==> config.mk <==
export PLATFORM = sky130hd
export DESIGN_NAME = sync1101_tx
export DESIGN_NICKNAME = d
export VERILOG_FILES = /design/src/rtl/sync1101_pkg.sv /design/src/rtl/sync1101_tx.sv
export SDC_FILE = /design/constraint.sdc
export NUM_CORES = 1
export LEC_CHECK = 0
export BUFFER_PORTS_ARGS = -buffer_cell sky130_fd_sc_hd__clkbuf_2
export CAP_MARGIN = 30
export CELL_PAD_IN_SITES_DETAIL_PLACEMENT = 2
export CELL_PAD_IN_SITES_GLOBAL_PLACEMENT = 2
export CORE_ASPECT_RATIO = 0.8
export CORE_UTILIZATION = 36
export DETAILED_ROUTE_END_ITERATION = 10
export PLACE_DENSITY_LB_ADDON = 0.1
export SYNTH_ARGS = -nofsm -noshare
export SYNTH_HDL_FRONTEND = slang
export SYNTH_SLANG_ARGS = --single-unit
export TNS_END_PERCENT = 100
==> constraint.sdc <==
create_clock -name clk -period 4.2 [get_ports clk]
set_input_delay 0.84 -clock clk [delete_from_list [all_inputs] [get_ports clk]]
set_output_delay 0.84 -clock clk [all_outputs]
set_load 0.02 [all_outputs]
==> src/rtl/sync1101_pkg.sv <==
// Shared definitions for the 1101 sync-word link: transmitter, detector and destuffing receiver.
package sync1101_pkg;

  localparam logic [3:0] SYNC_WORD  = 4'b1101;
  localparam logic [2:0] STUFF_TRIG = 3'b110;
  localparam int unsigned SYNC_LEN  = 4;

  typedef enum logic [1:0] {
    IDLE  = 2'd0,
    HDR   = 2'd1,
    DATA  = 2'd2,
    STUFF = 2'd3
  } tx_state_e;

  // Line history after one more bit goes out.
  function automatic logic [2:0] shift_hist(input logic [2:0] hist, input logic bit_out);
    return {hist[1:0], bit_out};
  endfunction

endpackage

==> src/rtl/sync1101_tx.sv <==
// Serial 1101-sync frame transmitter: header, then zero-stuffed payload MSB-first; first bit one cycle after accept.
// Backpressure: in_ready is high only in IDLE; valid_in/data_in are ignored for the whole frame.
module sync1101_tx
  import sync1101_pkg::*;
#(
  parameter int W = 8
) (
  input  logic         clk,
  input  logic         rst,
  input  logic [W-1:0] data_in,
  input  logic         valid_in,
  output logic         in_ready,
  output logic         tx_bit,
  output logic         tx_en,
  output logic         frame_done
);

  localparam int PW = $clog2(W + 1);
  localparam logic [PW-1:0] PAY_FULL = PW'(W);

  tx_state_e      state_q, state_d;
  logic [W-1:0]   data_q, data_d;
  logic [1:0]     hdr_idx_q, hdr_idx_d;
  logic [PW-1:0]  pay_idx_q, pay_idx_d;
  logic [2:0]     hist_q, hist_d;
  logic           tx_bit_q, tx_bit_d;
  logic           tx_en_q, tx_en_d;
  logic           frame_done_q, frame_done_d;
  logic           in_ready_q, in_ready_d;
  logic           next_payload;

  always_ff @(posedge clk) begin
    if (rst) begin
      state_q      <= IDLE;
      data_q       <= '0;
      hdr_idx_q    <= '0;
      pay_idx_q    <= '0;
      hist_q       <= '0;
      tx_bit_q     <= 1'b0;
      tx_en_q      <= 1'b0;
      frame_done_q <= 1'b0;
      in_ready_q   <= 1'b1;
    end else begin
      state_q      <= state_d;
      data_q       <= data_d;
      hdr_idx_q    <= hdr_idx_d;
      pay_idx_q    <= pay_idx_d;
      hist_q       <= hist_d;
      tx_bit_q     <= tx_bit_d;
      tx_en_q      <= tx_en_d;
      frame_done_q <= frame_done_d;
      in_ready_q   <= in_ready_d;
    end
  end

  // state_q names the kind of bit currently on the line; this block picks the next one.
  always_comb begin
    state_d      = state_q;
    data_d       = data_q;
    hdr_idx_d    = hdr_idx_q;
    pay_idx_d    = pay_idx_q;
    hist_d       = hist_q;
    tx_bit_d     = 1'b0;
    tx_en_d      = 1'b0;
    frame_done_d = 1'b0;
    in_ready_d   = 1'b0;
    next_payload = 1'b0;

    case (state_q)
      IDLE: begin
        in_ready_d = 1'b1;
        hist_d     = '0;
        hdr_idx_d  = '0;
        pay_idx_d  = '0;
        if (valid_in && in_ready_q) begin
          data_d     = data_in;
          state_d    = HDR;
          tx_en_d    = 1'b1;
          tx_bit_d   = SYNC_WORD[3];
          hist_d     = shift_hist(3'b000, SYNC_WORD[3]);
          in_ready_d = 1'b0;
        end
      end
      HDR: begin
        if (hdr_idx_q != 2'd3) begin
          hdr_idx_d = hdr_idx_q + 2'd1;
          tx_en_d   = 1'b1;
          tx_bit_d  = SYNC_WORD[2'd2 - hdr_idx_q];
          hist_d    = shift_hist(hist_q, SYNC_WORD[2'd2 - hdr_idx_q]);
        end else begin
          next_payload = 1'b1;
        end
      end
      DATA, STUFF: begin
        if (frame_done_q) begin
          state_d    = IDLE;
          in_ready_d = 1'b1;
          hist_d     = '0;
          hdr_idx_d  = '0;
          pay_idx_d  = '0;
        end else begin
          next_payload = 1'b1;
        end
      end
      default: state_d = IDLE;
    endcase

    if (next_payload) begin
      tx_en_d = 1'b1;
      if (hist_q == STUFF_TRIG) begin
        // A stuffed 0 leaves hist at 100, so it is final exactly when the payload is exhausted.
        state_d      = STUFF;
        tx_bit_d     = 1'b0;
        hist_d       = shift_hist(hist_q, 1'b0);
        frame_done_d = (pay_idx_q == PAY_FULL);
      end else begin
        state_d      = DATA;
        tx_bit_d     = data_q[W-1];
        data_d       = data_q << 1;
        pay_idx_d    = pay_idx_q + PW'(1);
        hist_d       = shift_hist(hist_q, data_q[W-1]);
        frame_done_d = (pay_idx_d == PAY_FULL) && (hist_d != STUFF_TRIG);
      end
    end
  end

  assign in_ready   = in_ready_q;
  assign tx_bit     = tx_bit_q;
  assign tx_en      = tx_en_q;
  assign frame_done = frame_done_q;

endmodule

# ---- Word level (Yosys, flattened, before mapping)
# Cells that the tools add are included.
dict set report word_totals {
  out_inout_bits 4
  mem_count 0
  romBits 0
  ram_bits 0
  latch_bits 0
  in_bits 11
  reg_bits 23
}
dict set report classes {
  multipliers 0
  n_div 0
  bitwise_logic 1
  add_sub_neg 3
  n_mux 38
  order_cmp 1
  n_eq_ne 13
  reduce_logical 9
  n_shift 0
}
# op n
set ops {}
lappend ops {{2-to-1 mux 8 bit} 4}
lappend ops {{2-to-1 mux 1 bit} 15}
lappend ops {{2-to-1 mux 4 bit} 3}
lappend ops {{inequality test 3 bit (second input constant)} 4}
lappend ops {{2-to-1 mux 3 bit} 3}
lappend ops {{one-hot mux 3 bit (3 select lines)} 1}
lappend ops {{== test 4 bit (second input constant)} 2}
lappend ops {{2-to-1 mux 2 bit} 4}
lappend ops {{one-hot mux 1 bit (2 select lines)} 4}
lappend ops {{one-hot mux 4 bit (2 select lines)} 1}
lappend ops {{inequality test 2 bit (second input constant)} 3}
lappend ops {{one-hot mux 2 bit (3 select lines)} 1}
lappend ops {{adder 4 x 1 -> 4 bit (second input constant)} 1}
lappend ops {{== test 2 bit (second input constant)} 2}
lappend ops {{one-hot mux 2 bit (2 select lines)} 1}
lappend ops {{AND reduction 2 bit} 2}
lappend ops {{OR reduction 2 bit} 2}
lappend ops {{== test 3 bit (second input constant)} 1}
lappend ops {{< comparator 2 x 3 -> 1 bit (second input constant)} 1}
lappend ops {{AND reduction 3 bit} 1}
lappend ops {{nonzero test 3 bit} 1}
lappend ops {{adder 2 x 1 -> 2 bit (second input constant)} 1}
lappend ops {{binary-select mux 1 bit (select 2 bit)} 1}
lappend ops {{== test 2 x 1 -> 1 bit (second input constant)} 1}
lappend ops {{4 further kinds} 5}

# ---- Longest topological paths before layout
dict set report logic_depth {
  depth_word 6
  depth_mapped 6
  mapped_depth_nobuf 6
}

# ---- Worst setup path after synthesis
# No wires, ideal clock.
dict set report synth_path {
  kind {input port to flip-flop}
  start {in valid_in}
  end {reg data_q[3]}
  path_slack_ns 2.484
  arrival_time_ns 1.582
  t_required_ns 4.066
  path_buffers 0
  setup_time_ns 0.134
  cell_stages 4
  path_cell_list {nand2_1 > nor3_4 > mux2i_1 > a211oi_1}
}
dict set report synth_between {
  elab_chain_cells 5
}
# element line_no
set synth_lines {}
lappend synth_lines {{start, declared} sync1101_tx.sv:11} ;# input logic valid_in,
lappend synth_lines {{logical AND 1 bit (*)} sync1101_tx.sv:75} ;# if (valid_in && in_ready_q) begin
lappend synth_lines {{2-to-1 mux 8 bit (*)} sync1101_tx.sv:75}
lappend synth_lines {{2-to-1 mux 8 bit (*)} sync1101_tx.sv:69} ;# case (state_q)
lappend synth_lines {{2-to-1 mux 8 bit} sync1101_tx.sv:110} ;# if (hist_q == STUFF_TRIG) begin
lappend synth_lines {{2-to-1 mux 8 bit (*)} sync1101_tx.sv:108} ;# if (next_payload) begin
lappend synth_lines {{end signal, assigned} sync1101_tx.sv:45} ;# data_q <= data_d;
lappend synth_lines {{end, declared} sync1101_tx.sv:22} ;# logic [W-1:0] data_q, data_d;
# Every way passes the cells marked *; elsewhere a longest branch is shown, timed or not.
# A chain may end at the register's enable or synchronous reset.

# ---- Final worst setup path
dict set report layout_path {
  start {reg state_q[1]}
  end {reg data_q[6]}
}
dict set report layout_between {
  elab_chain_cells 4
  elab_cells_between_ends 9
  cone_classes {eq/ne (3); mux (4); reduce/logical (2)}
}
# element line_no
set layout_lines {}
lappend layout_lines {{start, declared} sync1101_tx.sv:21} ;# tx_state_e state_q, state_d;
lappend layout_lines {{start signal, assigned} sync1101_tx.sv:44} ;# state_q <= state_d;
lappend layout_lines {{== test 2 bit / logical NOT 2 bit (equally long branches)} sync1101_tx.sv:69}
lappend layout_lines {{OR reduction 2 bit / 2-to-1 mux 8 bit (equally long branches)} sync1101_tx.sv:69}
lappend layout_lines {{one-hot mux 1 bit (2 select lines) / 2-to-1 mux 8 bit (equally long branches)} {sync1101_tx.sv:69, sync1101_tx.sv:110}}
lappend layout_lines {{2-to-1 mux 8 bit (*)} sync1101_tx.sv:108}
# Marked as above.

==> impl_metrics.toml <==
[detailed_routing]
drtAntennaViolNets = 0
firstDrtPassIters = 4
post_drt_wl_per_cell_um = 15.02
wirelength_um = 2403
drcViolationCount = 0
via_count = 833
drt-vias-per-instance = 5.206
drtIter0Drc = 25

[final_layout]
syn_to_final_growth_pct = 10.99
fill_cells = 306
mostFrequentLayoutCells = "dfxtp_1 (23), clkbuf_2 (14), nor2_1 (13)"
fin_nets = 138
layout-drive-gt1-share = 0.1967
layout_commonest_cell = "dfxtp_1"
final_cells = 160
diodes = 0

[placement]
portBuffers = 14
hpwl_um = 1761
place_congestion = 0.7173
dp_cells = 156
place_ws_ns = 2.180

[floorplan]
start_util = 0.3776
die_w_um = 61.98
die_h_um = 49.98
core_area_mm2 = 0.002744
io_pins = 15
std_cell_rows = 17
dieArea_mm2 = 0.003098

[yosys]
synth_top_area_cell = "dfxtp_1"
async_reset_ff_frac = 0
synthTopCellsByArea = "dfxtp_1 (44%), mux2i_1 (7.7%), a211oi_1 (5.1%)"
synthCells = 108
ys_types = 28
synth_top_area_frac = 0.4444
synthesis.area_mm2 = 0.001036
syn_avg_cell_area_um2 = 9.593
synth-edff-count = 0
ys_ff_latch = 23
yosysWarningCount = 0
ys.flop_type = "dfxtp_1"
yosysSeqAreaShare = 0.4444
synth_fp_nets = 123

[timing]
worst_slack_ns = 2.306
fin_skew_ns = 0.005827
period_share = 0.4509
finalMaxSlewViolations = 0
slew_headroom = 0.5110
finalHoldViolCount = 0
fin_setup_tns_ns = 0
worst_pin_slew_ns = 0.7335
min_period_ns = 1.894
fmax_mhz = 528.0
setup-violations-final = 0
hold_slack_ns = 0.5062
rsz0062_at_grt = "false"

[global_route]
grt_pass1_wl_um = 3877
antenna_found_initial = 0
grt_max_degree = 22
grt_pass1_vias = 798
grt_usage = 0.1798
grt_overflow_total = 0

[critical_path]
path_cells = "and3b_4, o21ai_2, nor2_1, a211oi_1"
cp_slowest_stage_delay_ns = 0.59
path_delay_family = "compound AO/OA/AOI/OAI gates"
critPathArrivalTime_ns = 2.13
crit_path_end_kind = "flop"
cp.required_ns = 4.43
worstPathMaxFanout = 18
crit_buf_inv = 0
cp_slowest_cell = "dfxtp_1"
crit_type = "flop to flop"
startpoint_type = "flop"

[clock_network]
clockBufferDepth = 2
ctsHtreeMaxLevel = 1
clk_latency_ns = 0.32
clk_pin_slew_ns = 0.12
cts_resized = 0
cts_hold_buf = 0
cts_tree = "built"
cts_buffers = 3
clock_sinks = 23
cts_root_buf = "clkbuf_4"
post_cts.repair.setup_buffers = 0

[power_and_ir_drop]
total_power_mw = 0.3852
p_leak_nw = 0.4562
irDropWorstVdd_v = 0.0001376
p_per_area_mw_per_mm2 = 335.0

[status]
status = "completed"

[worst_hold_path]
hold_path_class = "flop to flop"

[flow_run]
max_cap_violations = 0
==> worst paths after layout <==
kind	to	cells past startpoint	slack (ns)	start
min reg2reg	pay_idx_q[3]$_SDFF_PP0_	2	0.51	pay_idx_q[3]$_SDFF_PP0_
max reg2reg	data_q[6]$_SDFF_PP0_	4	2.31	state_q[1]$_SDFFE_PP0P_
max	data_q[6]$_SDFF_PP0_	4	2.31	state_q[1]$_SDFFE_PP0P_
min	pay_idx_q[3]$_SDFF_PP0_	2	0.51	pay_idx_q[3]$_SDFF_PP0_
==> layer usage <==
metal  global-route usage  up-vias  share of wire
met5                    0        -              0
li1                     -      413              -
met3              0.06299        5          0.032
met4              0.06667        0          0.015
met2               0.2766       12           0.46
met1               0.2271      403           0.49
==> cells by family after synthesis <==
| logic type | count (synthesis) | share of synthesized area |
|---|---|---|
| AO/OA/AOI/OAI | 21 | 0.1413 |
| flip-flops | 23 | 0.4444 |
| adder cells (fa/ha/maj) | 4 | 0.04831 |
| buffers and inverters | 8 | 0.04348 |
| AND/OR/NAND/NOR | 41 | 0.2174 |
| multiplexers | 9 | 0.08817 |
| XOR/XNOR | 2 | 0.01691 |
==> cells in the mapped netlist (all sizes together) (2+ instances only) <==
cell,n
xnor2,2
inv,4
and3b,3
nand3,6
nor3,4
nand3b,3
nor2,13
mux2i,8
a211oi,7
clkbuf,2
a21oi,8
dfxtp,23
ha,4
nand2,8
buf,2
==> flip-flops by register name, summed over array words and instances, names as in the netlist <==
signal / flops
hist_q: 3
hdr_idx_q: 2
frame_done: 1
pay_idx_q: 4
tx_bit: 1
state_q: 2
in_ready: 1
data_q: 8
tx_en: 1
==> final cells by class <==
type,instances,area (um^2),share of cell area
Multi-Input combinational cell,77,530.5,0.4614
Sequential cell,23,460.4,0.4004
Timing Repair Buffer,14,70.07,0.06094
Tap cell,38,47.55,0.04135
Clock buffer,4,26.28,0.02285
Inverter,4,15.01,0.01306
==> per-stage QoR <==
stage	util	instance area [um^2]
6_report	0.4191	1150
5_1_grt	0.4191	1150
4_1_cts	0.4191	1150
3_5_place_dp	0.4095	1124
3_3_place_gp	0.4095	1124
2_1_floorplan	-	1036
==> report_power, final <==
part / switching, mW / internal (mW) / total (mW)
clock network: 0.0664 / 0.0372 / 0.104
logic: 0.0241 / 0.0204 / 0.0444
registers: 0.00796 / 0.229 / 0.237
==> worst reg2reg max path, cell delays in order (launching register included) <==
cell and delay (ns):
dfxtp_1 0.59, and3b_4 0.29, o21ai_2 0.58, nor2_1 0.09, a211oi_1 0.27
Note: power is estimated with default switching activity, not from simulation.
